`config.mk`:
```
export PLATFORM = sky130hd
export DESIGN_NAME = hazard_ctrl
export DESIGN_NICKNAME = d
export VERILOG_FILES = /design/src/rtl/hazard_ctrl_pkg.sv /design/src/rtl/hazard_lu_detect.sv /design/src/rtl/hazard_ctrl.sv
export SDC_FILE = /design/constraint.sdc
export NUM_CORES = 1
export LEC_CHECK = 0
export ABC_AREA = 1
export CAP_MARGIN = 20
export CORE_MARGIN = 2
export CORE_UTILIZATION = 45
export DETAILED_ROUTE_END_ITERATION = 7
export DONT_BUFFER_PORTS = 1
export PLACE_DENSITY_LB_ADDON = 0.25
export SLEW_MARGIN = 20
export SYNTH_ARGS = -nofsm -noshare
export SYNTH_HDL_FRONTEND = slang
export SYNTH_SLANG_ARGS = --single-unit
```
`constraint.sdc`:
```
create_clock -name clk -period 3.9 [get_ports clk]
set_clock_uncertainty 0.15 [all_clocks]
set_input_delay 0.585 -clock clk [delete_from_list [all_inputs] [get_ports clk]]
set_output_delay 0.585 -clock clk [all_outputs]
set_load 0.005 [all_outputs]
```
`src/rtl/hazard_ctrl_pkg.sv`:
```
// Shared definitions for the WISC pipeline sequencing controller:
// sequencer state encoding, register-specifier width, the hard-wired
// zero register, and canned per-stage control bundles.
package hazard_ctrl_pkg;

  localparam int REG_W = 4;
  localparam logic [REG_W-1:0] ZERO_REG = '0;

  typedef enum logic [1:0] {
    RUN   = 2'd0,
    IWAIT = 2'd1,
    DWAIT = 2'd2,
    HALT  = 2'd3
  } hz_state_e;

  // One bundle holding every pipeline enable/flush/bubble plus halted.
  typedef struct packed {
    logic pc_write;
    logic if_id_write;
    logic id_ex_write;
    logic ex_mem_write;
    logic if_id_flush;
    logic id_ex_bubble;
    logic mem_wb_bubble;
    logic halted;
  } hz_ctl_t;

  // Everything advances, nothing is squashed.
  function automatic hz_ctl_t ctl_normal();
    return '{pc_write: 1'b1, if_id_write: 1'b1, id_ex_write: 1'b1,
             ex_mem_write: 1'b1, if_id_flush: 1'b0, id_ex_bubble: 1'b0,
             mem_wb_bubble: 1'b0, halted: 1'b0};
  endfunction

  // Front end held, a NOP slides into EX (load-use or fetch wait).
  function automatic hz_ctl_t ctl_stall();
    return '{pc_write: 1'b0, if_id_write: 1'b0, id_ex_write: 1'b1,
             ex_mem_write: 1'b1, if_id_flush: 1'b0, id_ex_bubble: 1'b1,
             mem_wb_bubble: 1'b0, halted: 1'b0};
  endfunction

  // Whole pipe up to MEM frozen, WB receives a NOP (data-memory wait).
  function automatic hz_ctl_t ctl_freeze();
    return '{pc_write: 1'b0, if_id_write: 1'b0, id_ex_write: 1'b0,
             ex_mem_write: 1'b0, if_id_flush: 1'b0, id_ex_bubble: 1'b0,
             mem_wb_bubble: 1'b1, halted: 1'b0};
  endfunction

  // PC loads the branch target, the fall-through fetch is squashed.
  function automatic hz_ctl_t ctl_branch();
    return '{pc_write: 1'b1, if_id_write: 1'b1, id_ex_write: 1'b1,
             ex_mem_write: 1'b1, if_id_flush: 1'b1, id_ex_bubble: 1'b0,
             mem_wb_bubble: 1'b0, halted: 1'b0};
  endfunction

  // Reset fills the pipe with NOPs while holding the PC at its reset value.
  function automatic hz_ctl_t ctl_reset();
    return '{pc_write: 1'b0, if_id_write: 1'b1, id_ex_write: 1'b1,
             ex_mem_write: 1'b1, if_id_flush: 1'b1, id_ex_bubble: 1'b1,
             mem_wb_bubble: 1'b1, halted: 1'b0};
  endfunction

  // Halted core: nothing moves, nothing is injected.
  function automatic hz_ctl_t ctl_halt();
    return '{pc_write: 1'b0, if_id_write: 1'b0, id_ex_write: 1'b0,
             ex_mem_write: 1'b0, if_id_flush: 1'b0, id_ex_bubble: 1'b0,
             mem_wb_bubble: 1'b0, halted: 1'b1};
  endfunction

endpackage

```
`src/rtl/hazard_lu_detect.sv`:
```
// Load-use comparator: flags an instruction in ID that reads the
// destination of a load currently in EX. Register 0 never hazards.
// Kept separate so a second issue slot can instantiate another copy.
module hazard_lu_detect #(
  parameter int REG_W = hazard_ctrl_pkg::REG_W
) (
  input  logic [REG_W-1:0] rs_i,
  input  logic [REG_W-1:0] rt_i,
  input  logic             rs_valid_i,
  input  logic             rt_valid_i,
  input  logic [REG_W-1:0] rd_i,
  input  logic             mem_read_i,
  output logic             lu_o
);
  import hazard_ctrl_pkg::*;

  // Compare each actually-read source field against the load destination.
  always_comb begin
    lu_o = mem_read_i && (rd_i != REG_W'(ZERO_REG)) &&
           ((rs_valid_i && (rs_i == rd_i)) || (rt_valid_i && (rt_i == rd_i)));
  end

endmodule

```
`src/rtl/hazard_ctrl.sv`:
```
// Pipeline sequencing controller for the five-stage WISC core.
// Produces every per-stage write enable, flush and bubble from load-use
// hazards, ID-resolved taken branches and instruction/data memory misses,
// and latches the core halted when HLT retires.
// Optional build macro HAZARD_PERF_EN adds saturating stall_cycles and
// flush_count performance counters (ports and logic absent otherwise).
module hazard_ctrl #(
  parameter int REG_W = hazard_ctrl_pkg::REG_W,
  parameter int CNT_W = 16
) (
  input  logic             clk,
  input  logic             rst,
  input  logic [REG_W-1:0] IF_ID_Rs,
  input  logic [REG_W-1:0] IF_ID_Rt,
  input  logic             IF_ID_RsValid,
  input  logic             IF_ID_RtValid,
  input  logic [REG_W-1:0] ID_EX_Rd,
  input  logic             ID_EX_MemRead,
  input  logic             branch_taken,
  input  logic             imem_miss,
  input  logic             imem_ack,
  input  logic             dmem_miss,
  input  logic             dmem_ack,
  input  logic             MEM_WB_Halt,
  output logic             pc_write,
  output logic             IF_ID_write,
  output logic             ID_EX_write,
  output logic             EX_MEM_write,
  output logic             IF_ID_flush,
  output logic             ID_EX_bubble,
  output logic             MEM_WB_bubble,
  output logic             halted
`ifdef HAZARD_PERF_EN
  ,
  output logic [CNT_W-1:0] stall_cycles,
  output logic [CNT_W-1:0] flush_count
`endif
);
  import hazard_ctrl_pkg::*;

  hz_state_e state_q, state_d;
  logic      ipend_q, ipend_d;
  hz_ctl_t   ctl;
  logic      lu;
  logic      branch_flush;
  logic      fetch_pend;

  hazard_lu_detect #(.REG_W(REG_W)) u_lu (
    .rs_i       (IF_ID_Rs),
    .rt_i       (IF_ID_Rt),
    .rs_valid_i (IF_ID_RsValid),
    .rt_valid_i (IF_ID_RtValid),
    .rd_i       (ID_EX_Rd),
    .mem_read_i (ID_EX_MemRead),
    .lu_o       (lu)
  );

  // A fetch miss parked during DWAIT that has not been acknowledged yet.
  assign fetch_pend = ipend_q & ~imem_ack;

  // Sequencer state and parked-fetch flag.
  always_ff @(posedge clk) begin
    if (rst) begin
      state_q <= RUN;
      ipend_q <= 1'b0;
    end else begin
      state_q <= state_d;
      ipend_q <= ipend_d;
    end
  end

  // Next state and per-stage controls; priority HALT > data wait > load-use
  // > fetch wait > taken branch.
  always_comb begin
    ctl          = ctl_normal();
    branch_flush = 1'b0;
    state_d      = state_q;
    ipend_d      = ipend_q;
    if (rst) begin
      ctl     = ctl_reset();
      state_d = RUN;
      ipend_d = 1'b0;
    end else begin
      unique case (state_q)
        RUN: begin
          if (dmem_miss) begin
            ctl     = ctl_freeze();
            state_d = DWAIT;
            ipend_d = imem_miss;
          end else if (lu) begin
            // Branch in ID is re-evaluated once the bubble has passed.
            ctl = ctl_stall();
          end else if (imem_miss) begin
            ctl     = ctl_stall();
            state_d = IWAIT;
          end else if (branch_taken) begin
            ctl          = ctl_branch();
            branch_flush = 1'b1;
          end
        end
        IWAIT: begin
          if (dmem_miss) begin
            // A fetch ack landing this same cycle is already held by the
            // fetch unit, so only a still-outstanding fetch is parked.
            ctl     = ctl_freeze();
            state_d = DWAIT;
            ipend_d = ~imem_ack;
          end else if (!imem_ack) begin
            ctl = ctl_stall();
          end else begin
            state_d = RUN;
            if (lu) begin
              ctl = ctl_stall();
            end else if (branch_taken) begin
              // Fetched word is on the wrong path: drop it and redirect.
              ctl          = ctl_branch();
              branch_flush = 1'b1;
            end
          end
        end
        DWAIT: begin
          ctl = ctl_freeze();
          if (imem_ack) begin
            ipend_d = 1'b0;
          end
          if (dmem_ack) begin
            // Ack cycle behaves like RUN without a data miss; a fetch still
            // outstanding holds the front end exactly like a fresh miss.
            ipend_d = 1'b0;
            if (fetch_pend || lu || imem_miss) begin
              ctl = ctl_stall();
            end else if (branch_taken) begin
              ctl          = ctl_branch();
              branch_flush = 1'b1;
            end else begin
              ctl = ctl_normal();
            end
            if (fetch_pend || (!lu && imem_miss)) begin
              state_d = IWAIT;
            end else begin
              state_d = RUN;
            end
          end
        end
        HALT: begin
          ctl = ctl_halt();
        end
        default: begin
          ctl     = ctl_reset();
          state_d = RUN;
          ipend_d = 1'b0;
        end
      endcase
      if (MEM_WB_Halt && (state_q != HALT)) begin
        state_d = HALT;
        ipend_d = 1'b0;
      end
    end
  end

  assign pc_write      = ctl.pc_write;
  assign IF_ID_write   = ctl.if_id_write;
  assign ID_EX_write   = ctl.id_ex_write;
  assign EX_MEM_write  = ctl.ex_mem_write;
  assign IF_ID_flush   = ctl.if_id_flush;
  assign ID_EX_bubble  = ctl.id_ex_bubble;
  assign MEM_WB_bubble = ctl.mem_wb_bubble;
  assign halted        = ctl.halted;

`ifdef HAZARD_PERF_EN
  logic [CNT_W-1:0] stall_q, stall_d;
  logic [CNT_W-1:0] flush_q, flush_d;

  // Saturating counter updates; HALT never stalls or flushes so both hold.
  always_comb begin
    stall_d = stall_q;
    flush_d = flush_q;
    if ((state_q != HALT) && !ctl.pc_write && (stall_q != '1)) begin
      stall_d = stall_q + CNT_W'(1);
    end
    if (branch_flush && (flush_q != '1)) begin
      flush_d = flush_q + CNT_W'(1);
    end
  end

  // Counter registers, cleared by reset.
  always_ff @(posedge clk) begin
    if (rst) begin
      stall_q <= '0;
      flush_q <= '0;
    end else begin
      stall_q <= stall_d;
      flush_q <= flush_d;
    end
  end

  assign stall_cycles = stall_q;
  assign flush_count  = flush_q;
`else
  logic [CNT_W-1:0] perf_unused;
  assign perf_unused = {{(CNT_W-1){1'b0}}, branch_flush};
`endif

endmodule

```
After elaboration in Yosys (flattened, before gate mapping)
Cells that the tools add are included.
- bits of input ports: 23
- output and inout bits: 8
- bits in registers: 3
- word-level logic and storage cells: 60
- eq/ne operators: 13
- reductions and logical operators: 18
- bitwise logic cells: 2
- multiplexer cells: 25
- operator list (kind ; count):
    $mux 8 ; 9
    $pmux 8 s4 ; 1
    $mux 2 ; 7
    $ne 4x4->1 const B ; 3
    $eq 4x4->1 ; 2
    $reduce_bool 4->1 ; 2
    $logic_and 1x1->1 ; 6
    $ne 2x2->1 const B ; 3
    $ne 3x3->1 const B ; 2
    $pmux 2 s3 ; 1
    $mux 1 ; 5
    $reduce_and 5->1 ; 1
    $eq 2x2->1 const B ; 2
    $logic_or 1x1->1 ; 4
    $mux 4 ; 1
    $reduce_and 4->1 ; 1
    $pmux 1 s3 ; 1
    $reduce_bool 3->1 ; 1
    $eq 2x1->1 const B ; 1
    $logic_not 2->1 ; 1
    $reduce_or 2->1 ; 1
    $and 1x1->1 ; 1
    $logic_not 1->1 ; 1
    $not 1->1 ; 1

Logic depth before layout (Yosys ltp)
Gate-level depths: netlist of the first run.
- depth in word-level cells: 11
- depth in mapped cells: 13
- depth with buffers taken out: 13

Cells and area by module
A second synthesis of the first run with hierarchy kept.
- cells, all modules: 120
- area, all modules: 640.6 sq um
- by module, submodules not included (module ; area each (sq um) ; sequential area each (sq um) ; cells each ; instances):
    hazard_ctrl ; 478.0 ; 60.1 ; 85 ; 1
    hazard_lu_detect ; 162.7 ; 0.0 ; 35 ; 1

Least setup slack after synthesis of the first run
OpenSTA, ideal clock, no wires.
- path type: input to output
- from: input ID_EX_Rd[2]
- to: output IF_ID_flush
- data arrival time: 1.378 ns
- stages on the path: 12
- slack: 1.787 ns
- required time: 3.165 ns
- buffers on the path: 0
- path through: nor2_1 nor2_1 nor2_1 nand3_1 nand2_2 nand2_4 nand3b_2 nand2_1 nand2_2 nand3_2 nand2_1 inv_1
- word-level cells in the longest chain between the ends: 10
- elaborated cells between the ends (all ways): 19
- classes of those cells: 2 x eq/ne; 9 x mux; 8 x reduce/logical
- ends and longest elaborated chain (element ; RTL line ; RTL):
    from (decl) ; hazard_ctrl.sv:17 ; input logic [REG_W-1:0] ID_EX_Rd,
    $eq 4x4->1 ; hazard_lu_detect.sv:20 ; ((rs_valid_i && (rs_i == rd_i)) || (rt_valid_i && (rt_i == rd_i)));
    $logic_and 1x1->1 ; hazard_lu_detect.sv:20 ;
    $logic_or 1x1->1 ; hazard_lu_detect.sv:20 ;
    $logic_and 1x1->1 (*) ; hazard_lu_detect.sv:19 ; lu_o = mem_read_i && (rd_i != REG_W'(ZERO_REG)) &&
    $logic_or 1x1->1 (2 in a row) ; hazard_ctrl.sv:130 ; if (fetch_pend || lu || imem_miss) begin
    $mux 8 ; hazard_ctrl.sv:130 ;
    $mux 8 ; hazard_ctrl.sv:126 ; if (dmem_ack) begin
    $pmux 8 s4 (*) ; hazard_ctrl.sv:84 ; unique case (state_q)
    $mux 8 (*) ; hazard_ctrl.sv:79 ; if (rst) begin
    to (decl) ; hazard_ctrl.sv:29 ; output logic IF_ID_flush,
Mark *: on every way between the ends. The rest lies on a longest branch, timed or not.

Worst setup path after layout of the first run
- from: register state_q[1]
- to: output IF_ID_flush
- word-level cells in the longest chain between the ends: 3
- elaborated cells between the ends (all ways): 6
- classes of those cells: 3 x eq/ne; 2 x mux; 1 x reduce/logical
- ends and longest elaborated chain (element ; RTL line ; RTL):
    from (decl) ; hazard_ctrl.sv:41 ; hz_state_e state_q, state_d;
    from (signal assigned) ; hazard_ctrl.sv:67 ; state_q <= state_d;
    $eq 2x2->1, or another cell as far along ; hazard_ctrl.sv:84 ;
    $pmux 8 s4 (*) ; hazard_ctrl.sv:84 ;
    $mux 8 (*) ; hazard_ctrl.sv:79 ;
Marks and branches as above.

==> results of run 1 <==
==> worst max path at each step <==
stage / end / depth (start not counted) / start / slack [ns]
global route: IF_ID_flush / 9 / state_q[1]$_SDFFE_PP0P_ / 1.41
floorplan: IF_ID_flush / 12 / ID_EX_Rd[2] / 1.79
detailed placement: IF_ID_flush / 13 / ID_EX_Rd[3] / 1.63
finish: IF_ID_flush / 9 / state_q[1]$_SDFFE_PP0P_ / 1.57
global placement: IF_ID_flush / 13 / ID_EX_Rd[3] / 1.66
CTS: IF_ID_flush / 9 / state_q[1]$_SDFFE_PP0P_ / 1.55
==> power groups by stage <==
stage	combinational, mW	clock, mW	sequential [mW]
global placement	0.138	0	0.0471
global route	0.163	0.0584	0.0484
floorplan	0.119	0	0.0453
detailed placement	0.139	0	0.0475
CTS	0.141	0.0547	0.0470
finish	0.140	0.0525	0.0475
==> layout make-up <==
class                      count  area [sq um]  share of cell area
multi-input combinational     92           492               0.712
inverter                      25          93.8               0.136
tap                           15          18.8              0.0272
clock buffer                   4          26.3              0.0380
sequential                     3          60.1              0.0870
==> registers in the layout, indices dropped and copies added (netlist names) <==
register and flops:
ipend_q 1, state_q 2
==> synthesized netlist by cell type (2+ instances only) <==
library cell / instances
nand2_1: 34
inv_1: 23
nor2_1: 17
nand3_1: 8
a21oi_1: 6
ha_1: 6
nand4_1: 4
o21ai_0: 4
dfxtp_1: 3
inv_2: 2
nand2_2: 2
o221ai_1: 2
xnor2_1: 2
==> cells by family (layout without fill, tap and decap cells) <==
logic type                 after synthesis  in the layout  synth area share
and+or+nand+nor                         70             70             0.479
buffers and inverters                   26             29             0.155
adders and majority gates                6              6             0.115
DFF                                      3              3            0.0920
AOI/OAI and AO/OA                       14             14             0.132
xor gates and xnor gates                 2              2            0.0268
==> layer usage <==
| metal | vias up | track usage | part of all wire |
|---|---|---|---|
| li1 | 384 | - | - |
| met1 | 287 | 0.226 | 0.43 |
| met2 | 27 | 0.319 | 0.47 |
| met3 | 0 | 0.0647 | 0.095 |
| met4 | 0 | 0.0500 | 0 |
| met5 | - | 0 | 0 |
==> worst max-delay path, delay by kind of cell (launching register included) <==
family                     cells  cell delay [ns]
and+or+nand+nor                6             0.59
DFF                            1             0.33
adders and majority gates      1             0.25
buffers and inverters          2             0.19
==> metrics by stage <==
step | std cells | util | setup WS (ns)
final | 139 | 0.518 | 1.57
after global routing | 139 | 0.518 | 1.41
after CTS | 139 | 0.518 | 1.55
after detailed placement | 135 | 0.498 | 1.63
after global placement | 135 | 0.498 | 1.66
after floorplan | 121 | - | 1.79
==> impl_metrics.toml, run 1 <==
[run_status]
status = "finished, final reports clean"

[clock_network]
ctsResizeCount = 0
insertion_delay_ns = 0.23
cts_setup_buffers = 0
clockBufferDepth = 2
clock-root-buffer = "clkbuf_4"
ctsHoldBuffers = 0
clock_sink_count = 3
ctsHtreeMaxLevel = 1
numCtsBuffers = 3
tritoncts = "done"
cts.clk_slew.worst_paths_ns = 0.03

[power]
leakage_nw = 0.411
pwr_density_cell_nw_per_um2 = 347
p_int_uw = 128
p_seq_frac = 0.198
power_switching_share = 0.467
clkPwrFrac = 0.219
netSwitchingPower_uw = 112
combPwrFrac = 0.583
power.total_uw = 240
vdd_drop_max_v = 0.000254

[synthesis]
syn_inst = 121
synth_top_area_frac = 0.195
synth_area_sq_um = 653
ys_warn_count = 0
synth_edf_count = 0
syn-mean-instance-area_sq_um = 5.40
synth-main-ff-cell = "dfxtp_1"
ys_ff_latch = 3
synth.largest_area_cell = "nand2_1"
synth_cell_type_count = 21
async_reset_ff_frac = 0
synthTopCellsByArea = "nand2_1 20%, inv_1 13%, ha_1 11%, nor2_1 9.8%, dfxtp_1 9.2%"
synth_fp_nets = 150
ys_seq_area_frac = 0.0920

[detailed_routing]
ant_nets = 0
drt-total-wl_um = 1420
first_pass_iters = 4
drt_iter0_drc = 11
vias_per_cell = 5.02
vias = 698
drc = 0
wl_per_cell_um = 10.2

[worst_hold_path]
holdPathStages = 2
hold_class = "reg -> reg"
min-delay-start = "ipend_q$_SDFFE_PP0P_"
whs_endpoint = "ipend_q$_SDFFE_PP0P_"

[die]
die_x_um = 42.1
core_area_sq_um = 1330
die-area_sq_um = 1770
num_io_pins = 31
initial_utilization = 0.490
rows = 13
die_h_um = 42.1

[global_routing]
grt_pass1_wl_um = 2710
grt_pass1_vias = 704
antenna_found_initial = 0
grt_usage = 0.188
overflow = 0
grt_max_degree = 8

[timing]
hold_ws_ns = 0.300
report.final.slew_viol_count = 0
hold_viol_final = 0
period_needed_ns = 2.33
slew_headroom = 0.785
rsz0062_at_grt = "no"
setup_tns_ns = 0
setup_viol = 0
worst_pin_slew_ns = 0.329
min_period_over_period = 0.599
fmax_mhz = 428

[placement]
io_buffers = 0
detailed_place_hpwl_um = 1210
placed_cell_area_sq_um = 664
gp_congestion = 0.816

[worst_setup_path]
crit_path_max_incr_delay_ns = 0.33
cp_max_fo = 5
cpMaxStageDelayCell = "dfxtp_1"
r2r_end = "state_q[1]$_SDFFE_PP0P_"
worst_ep_arrival_time_ns = 1.60
r2r_slack_ns = 2.25
endpoint_kind = "output port"
crit_top_cell = "nand2_1"
critPathLaunchType = "register"
cp.required_ns = 3.16
reg2reg_from = "state_q[0]$_SDFFE_PP0P_"
path_class = "reg -> out"
worstPathCellList = "inv_1, ha_1, nand2_1, nand3b_2, nand2_1, nand2_2, nand3_2, nand2_1, inv_1"
rr_worst_depth = 10

[cells_and_area]
fin_nets = 154
layout-area-overhead-vs-synth_pct = 5.75
final_common_cell = "nand2_1"
final_cell_mix = "34 x nand2_1, 23 x inv_1, 17 x nor2_1, 8 x nand3_1"
insertedDiodeCount = 0
drive_gt1_frac = 0.0968
fillers = 141
final_cell_area_sq_um = 691

[flow_run]
drv_cap = 0
(Power assumes the default switching activity.)
==> run 2: changes to the inputs <==
- clock period: 3.9 -> 1.95 ns (I/O delays scaled with it)
==> run 2 against run 1 <==
  * Total power is 140% higher
  * Flip-flop and latch count stayed put
  * Clock power is 120% higher
  * Sequential share of layout area is 0.056 points higher
  * Combinational power is 150% higher
  * Critical path depth stayed put
  * Highest routed layer is now met4
  * Clock-buffer cell count stayed put
  * Non-clock buffer count is 2 higher
==> impl_metrics.toml, run 2 (synthesized netlist as in run 1, its figures left out) <==
[timing]
hold_ws_ns = 0.153
rsz0062_at_grt = "no"
hold_viol_final = 0
fmax_mhz = 541
setup_ws_ns = 0.103
min_period_over_period = 0.947
period_needed_ns = 1.85
worst_pin_slew_ns = 0.299
setup_viol = 0
slew_headroom = 0.799
report.final.slew_viol_count = 0
setup_tns_ns = 0

[worst_setup_path]
cp_max_fo = 4
rr_worst_depth = 10
reg2reg_from = "state_q[0]$_SDFFE_PP0P_"
endpoint_kind = "output port"
path_class = "reg -> out"
cp.required_ns = 1.51
critPathLaunchType = "register"
crit_start = "state_q[1]$_SDFFE_PP0P_"
worst_ep_arrival_time_ns = 1.40

[die]
core_area_sq_um = 1330
die_h_um = 42.1
rows = 13
num_io_pins = 31
die_x_um = 42.1
die-area_sq_um = 1770
initial_utilization = 0.490

[clock_network]
cts.clk_slew.worst_paths_ns = 0.03
ctsHoldBuffers = 0
clock-root-buffer = "clkbuf_4"
insertion_delay_ns = 0.24
ctsHtreeMaxLevel = 1
clockBufferDepth = 2
tritoncts = "done"
numCtsBuffers = 3
clock_sink_count = 3

[cells_and_area]
drive_gt1_frac = 0.183
fillers = 123
layout-area-overhead-vs-synth_pct = 18.2
final_cell_mix = "33 x nand2_1, 21 x inv_1, 16 x nor2_1, 8 x nand3_1, 6 x a21oi_1"
regMostFlops = "state_q"
fin_nets = 156
largest_reg_flops = 2
reg_top3 = "state_q: 2 flops, ipend_q: 1 flops"
final_cell_area_sq_um = 772
final_common_cell = "nand2_1"
insertedDiodeCount = 0

[detailed_routing]
vias_per_cell = 5.25
wl_per_cell_um = 12.1
drc = 0
drt_iter0_drc = 28
first_pass_iters = 4
ant_nets = 0
vias = 740
drt-total-wl_um = 1710

[power]
power_switching_share = 0.475
leakage_nw = 0.433
clkPwrFrac = 0.197
p_seq_frac = 0.200
p_int_uw = 302
combPwrFrac = 0.602
power.total_uw = 576
vdd_drop_max_v = 0.000770
netSwitchingPower_uw = 274
pwr_density_cell_nw_per_um2 = 746

[global_routing]
antenna_found_initial = 0
grt_pass1_vias = 687
overflow = 0
grt_max_degree = 8
grt_pass1_wl_um = 2630
grt_usage = 0.188

[placement]
io_buffers = 0
dp_slack_ns = 0.136
placed_cell_area_sq_um = 664
detailed_place_hpwl_um = 1270
gp_congestion = 0.874

[flow_run]
drv_cap = 0

[worst_hold_path]
holdPathStages = 3
min-delay-start = "rst"
hold_class = "in -> reg"

[run_status]
status = "finished, final reports clean"
[run 2: changes by cell type in the layout (fill, tap and decap cells not counted), sizes merged]
| cell | change |
|---|---|
| buf | +2 |
[run 2: metrics by stage]
| stage | util | instances |
|---|---|---|
| floorplan | - | 121 |
| global placement | 0.498 | 135 |
| detailed placement | 0.498 | 135 |
| CTS | 0.532 | 139 |
| global route | 0.579 | 141 |
| finish | 0.579 | 141 |
[run 2: path summary, 6_finish.rpt]
path	to	slack, ns
setup / recovery	IF_ID_flush	0.10
hold / removal	state_q[1]$_SDFFE_PP0P_	0.15
setup reg to reg	state_q[0]$_SDFFE_PP0P_	0.31
hold reg to reg	ipend_q$_SDFFE_PP0P_	0.35
[run 2: critical path, cell delays in order (launching register included)]
cell and delay, ns:
dfxtp_4 0.36, inv_4 0.09, ha_4 0.16, nand2_2 0.08, nand3b_4 0.16, nand2_1 0.07, nand2_2 0.06, nand3_2 0.08
nand2_1 0.05, inv_1 0.06
[run 2: what timing repair did]
action                     CTS  global route
pin swaps                    0             1
setup endpoints to repair    3             3
setup buffers                0             2
resized for setup            6            12
[run 2: final cells by class]
class | count | area, sq um | share of cell area
repair buffers | 2 | 15.0 | 0.0194
well taps | 15 | 18.8 | 0.0243
clock buffers | 4 | 26.3 | 0.0340
multi-input cells | 92 | 543 | 0.703
flip-flops and latches | 3 | 67.6 | 0.0875
inverters | 25 | 101 | 0.131
[run 2: per-layer routing]
metal / vias to the layer above / wire, um / GRT usage
li1: 390 / - / -
met1: 310 / 701 / 0.201
met3: 4 / 150 / 0.0819
met5: - / 0 / 0
met4: 0 / 33 / 0.0813
met2: 36 / 824 / 0.319
[run 2: power by group through the flow]
stage | combinational [mW] | clock [mW] | sequential, mW
5_1_grt | 0.391 | 0.124 | 0.116
2_1_floorplan | 0.238 | 0 | 0.0907
3_5_place_dp | 0.280 | 0 | 0.0947
3_3_place_gp | 0.278 | 0 | 0.0936
6_report | 0.347 | 0.114 | 0.115
4_1_cts | 0.293 | 0.117 | 0.0996
==> run 3: changes to the inputs <==
- SETUP_SLACK_MARGIN: not set -> 0.05
==> run 3 against run 2 <==
  * Global-route usage rose by 0.18 points
  * Critical path depth did not move
  * Cell count rose by 0.71%
==> impl_metrics.toml, run 3 (synthesized netlist as in run 1, its figures left out) <==
[run_status]
status = "finished, final reports clean"

[timing]
min_period_over_period = 0.941
slew_headroom = 0.780
hold_viol_final = 0
rsz0062_at_grt = "no"
fmax_mhz = 545
report.final.slew_viol_count = 0
setup_viol = 0
period_needed_ns = 1.84
worst_pin_slew_ns = 0.336
hold_ws_ns = 0.164
setup_tns_ns = 0

[detailed_routing]
vias_per_cell = 5.18
drt-total-wl_um = 1750
drc = 0
first_pass_iters = 4
drt_iter0_drc = 27
ant_nets = 0
wl_per_cell_um = 12.3
vias = 735

[die]
rows = 13
initial_utilization = 0.490
die_h_um = 42.1
core_area_sq_um = 1330
num_io_pins = 31
die_x_um = 42.1
die-area_sq_um = 1770

[worst_setup_path]
r2r_end = "ipend_q$_SDFFE_PP0P_"
cp_max_fo = 4
rr_worst_depth = 7
endpoint_kind = "output port"
r2r_slack_ns = 0.18
crit_start = "state_q[1]$_SDFFE_PP0P_"
reg2reg_from = "state_q[1]$_SDFFE_PP0P_"
cp.required_ns = 1.51
critPathLaunchType = "register"
path_class = "reg -> out"
worst_ep_arrival_time_ns = 1.39

[cells_and_area]
utilization = 0.590
final_common_cell = "nand2_1"
drive_gt1_frac = 0.205
fin_nets = 157
multi_input_area_sq_um = 551
largest_reg_flops = 2
regMostFlops = "state_q"
final_cell_mix = "32 x nand2_1, 20 x inv_1, 16 x nor2_1, 8 x nand3_1, 6 x a21oi_1"
final_cell_area_sq_um = 787
register_area_sq_um = 67.6
insertedDiodeCount = 0
reg_top3 = "state_q: 2 flops, ipend_q: 1 flops"
layout-area-overhead-vs-synth_pct = 20.5
fillers = 116

[clock_network]
ctsHoldBuffers = 0
clockBufferDepth = 2
insertion_delay_ns = 0.24
tritoncts = "done"
clock_sink_count = 3
numCtsBuffers = 3
clock-root-buffer = "clkbuf_4"
cts.clk_slew.worst_paths_ns = 0.03
ctsHtreeMaxLevel = 1

[worst_hold_path]
holdPathStages = 3
min-delay-start = "rst"
hold_class = "in -> reg"
whs_endpoint = "state_q[1]$_SDFFE_PP0P_"

[global_routing]
grt_usage = 0.189
grt_pass1_wl_um = 2660
grt_max_degree = 8
overflow = 0
grt_pass1_vias = 694
antenna_found_initial = 0

[placement]
gp_congestion = 0.874
placed_cell_area_sq_um = 664
detailed_place_hpwl_um = 1270
io_buffers = 0

[power]
leakage_nw = 0.443
pwr_density_cell_nw_per_um2 = 755
vdd_drop_max_v = 0.000771

[flow_run]
drv_cap = 0
## run 3: metal layers
layer,vias up,wire (um),global-route usage
li1,391,-,-
met2,29,841,0.322
met1,313,747,0.204
met5,-,0,0
met4,0,14,0.0813
met3,2,143,0.0819
## run 3: where the power goes
group          switching [mW]  total, mW  internal [mW]
clock network          0.0372      0.114         0.0770
registers              0.0299      0.115         0.0847
logic                   0.215      0.366          0.151
total                   0.282      0.594          0.312
## run 3: timing repair
item / CTS / global route
pin swaps: 0 / 1
buffers inserted: 1 / 2
gates resized for setup: 8 / 13
endpoints found under the setup margin: 3 / 3
## run 3: worst max-delay path by stage
stage | endpoint | slack [ns]
3_3_place_gp | IF_ID_flush | 0.16
5_1_grt | IF_ID_flush | 0.02
4_1_cts | IF_ID_flush | 0.07
3_5_place_dp | IF_ID_flush | 0.14
6_report | IF_ID_flush | 0.11
2_1_floorplan | IF_ID_flush | 0.31
## run 3: worst max-delay path, stage by stage (launching register included)
cell	delay, ns
dfxtp_4	0.36
inv_4	0.09
ha_4	0.18
nand2_4	0.06
nand3b_4	0.15
nand2_1	0.07
nand2_2	0.06
nand3_2	0.08
nand2_1	0.05
inv_1	0.06
## run 3: cell type report
class                   instances  area share
flip-flops and latches          3      0.0859
multi-input cells              92       0.700
inverters                      25       0.129
well taps                      15      0.0238
repair buffers                  3      0.0286
clock buffers                   4      0.0334
## run 3: per-stage QoR
stage / total power [mW] / setup slack (ns) / cells
finish: 0.594 / 0.114 / 142
global route: 0.651 / 0.0234 / 142
CTS: 0.521 / 0.0731 / 140
detailed placement: 0.375 / 0.136 / 135
global placement: 0.371 / 0.155 / 135
floorplan: 0.329 / 0.313 / 121
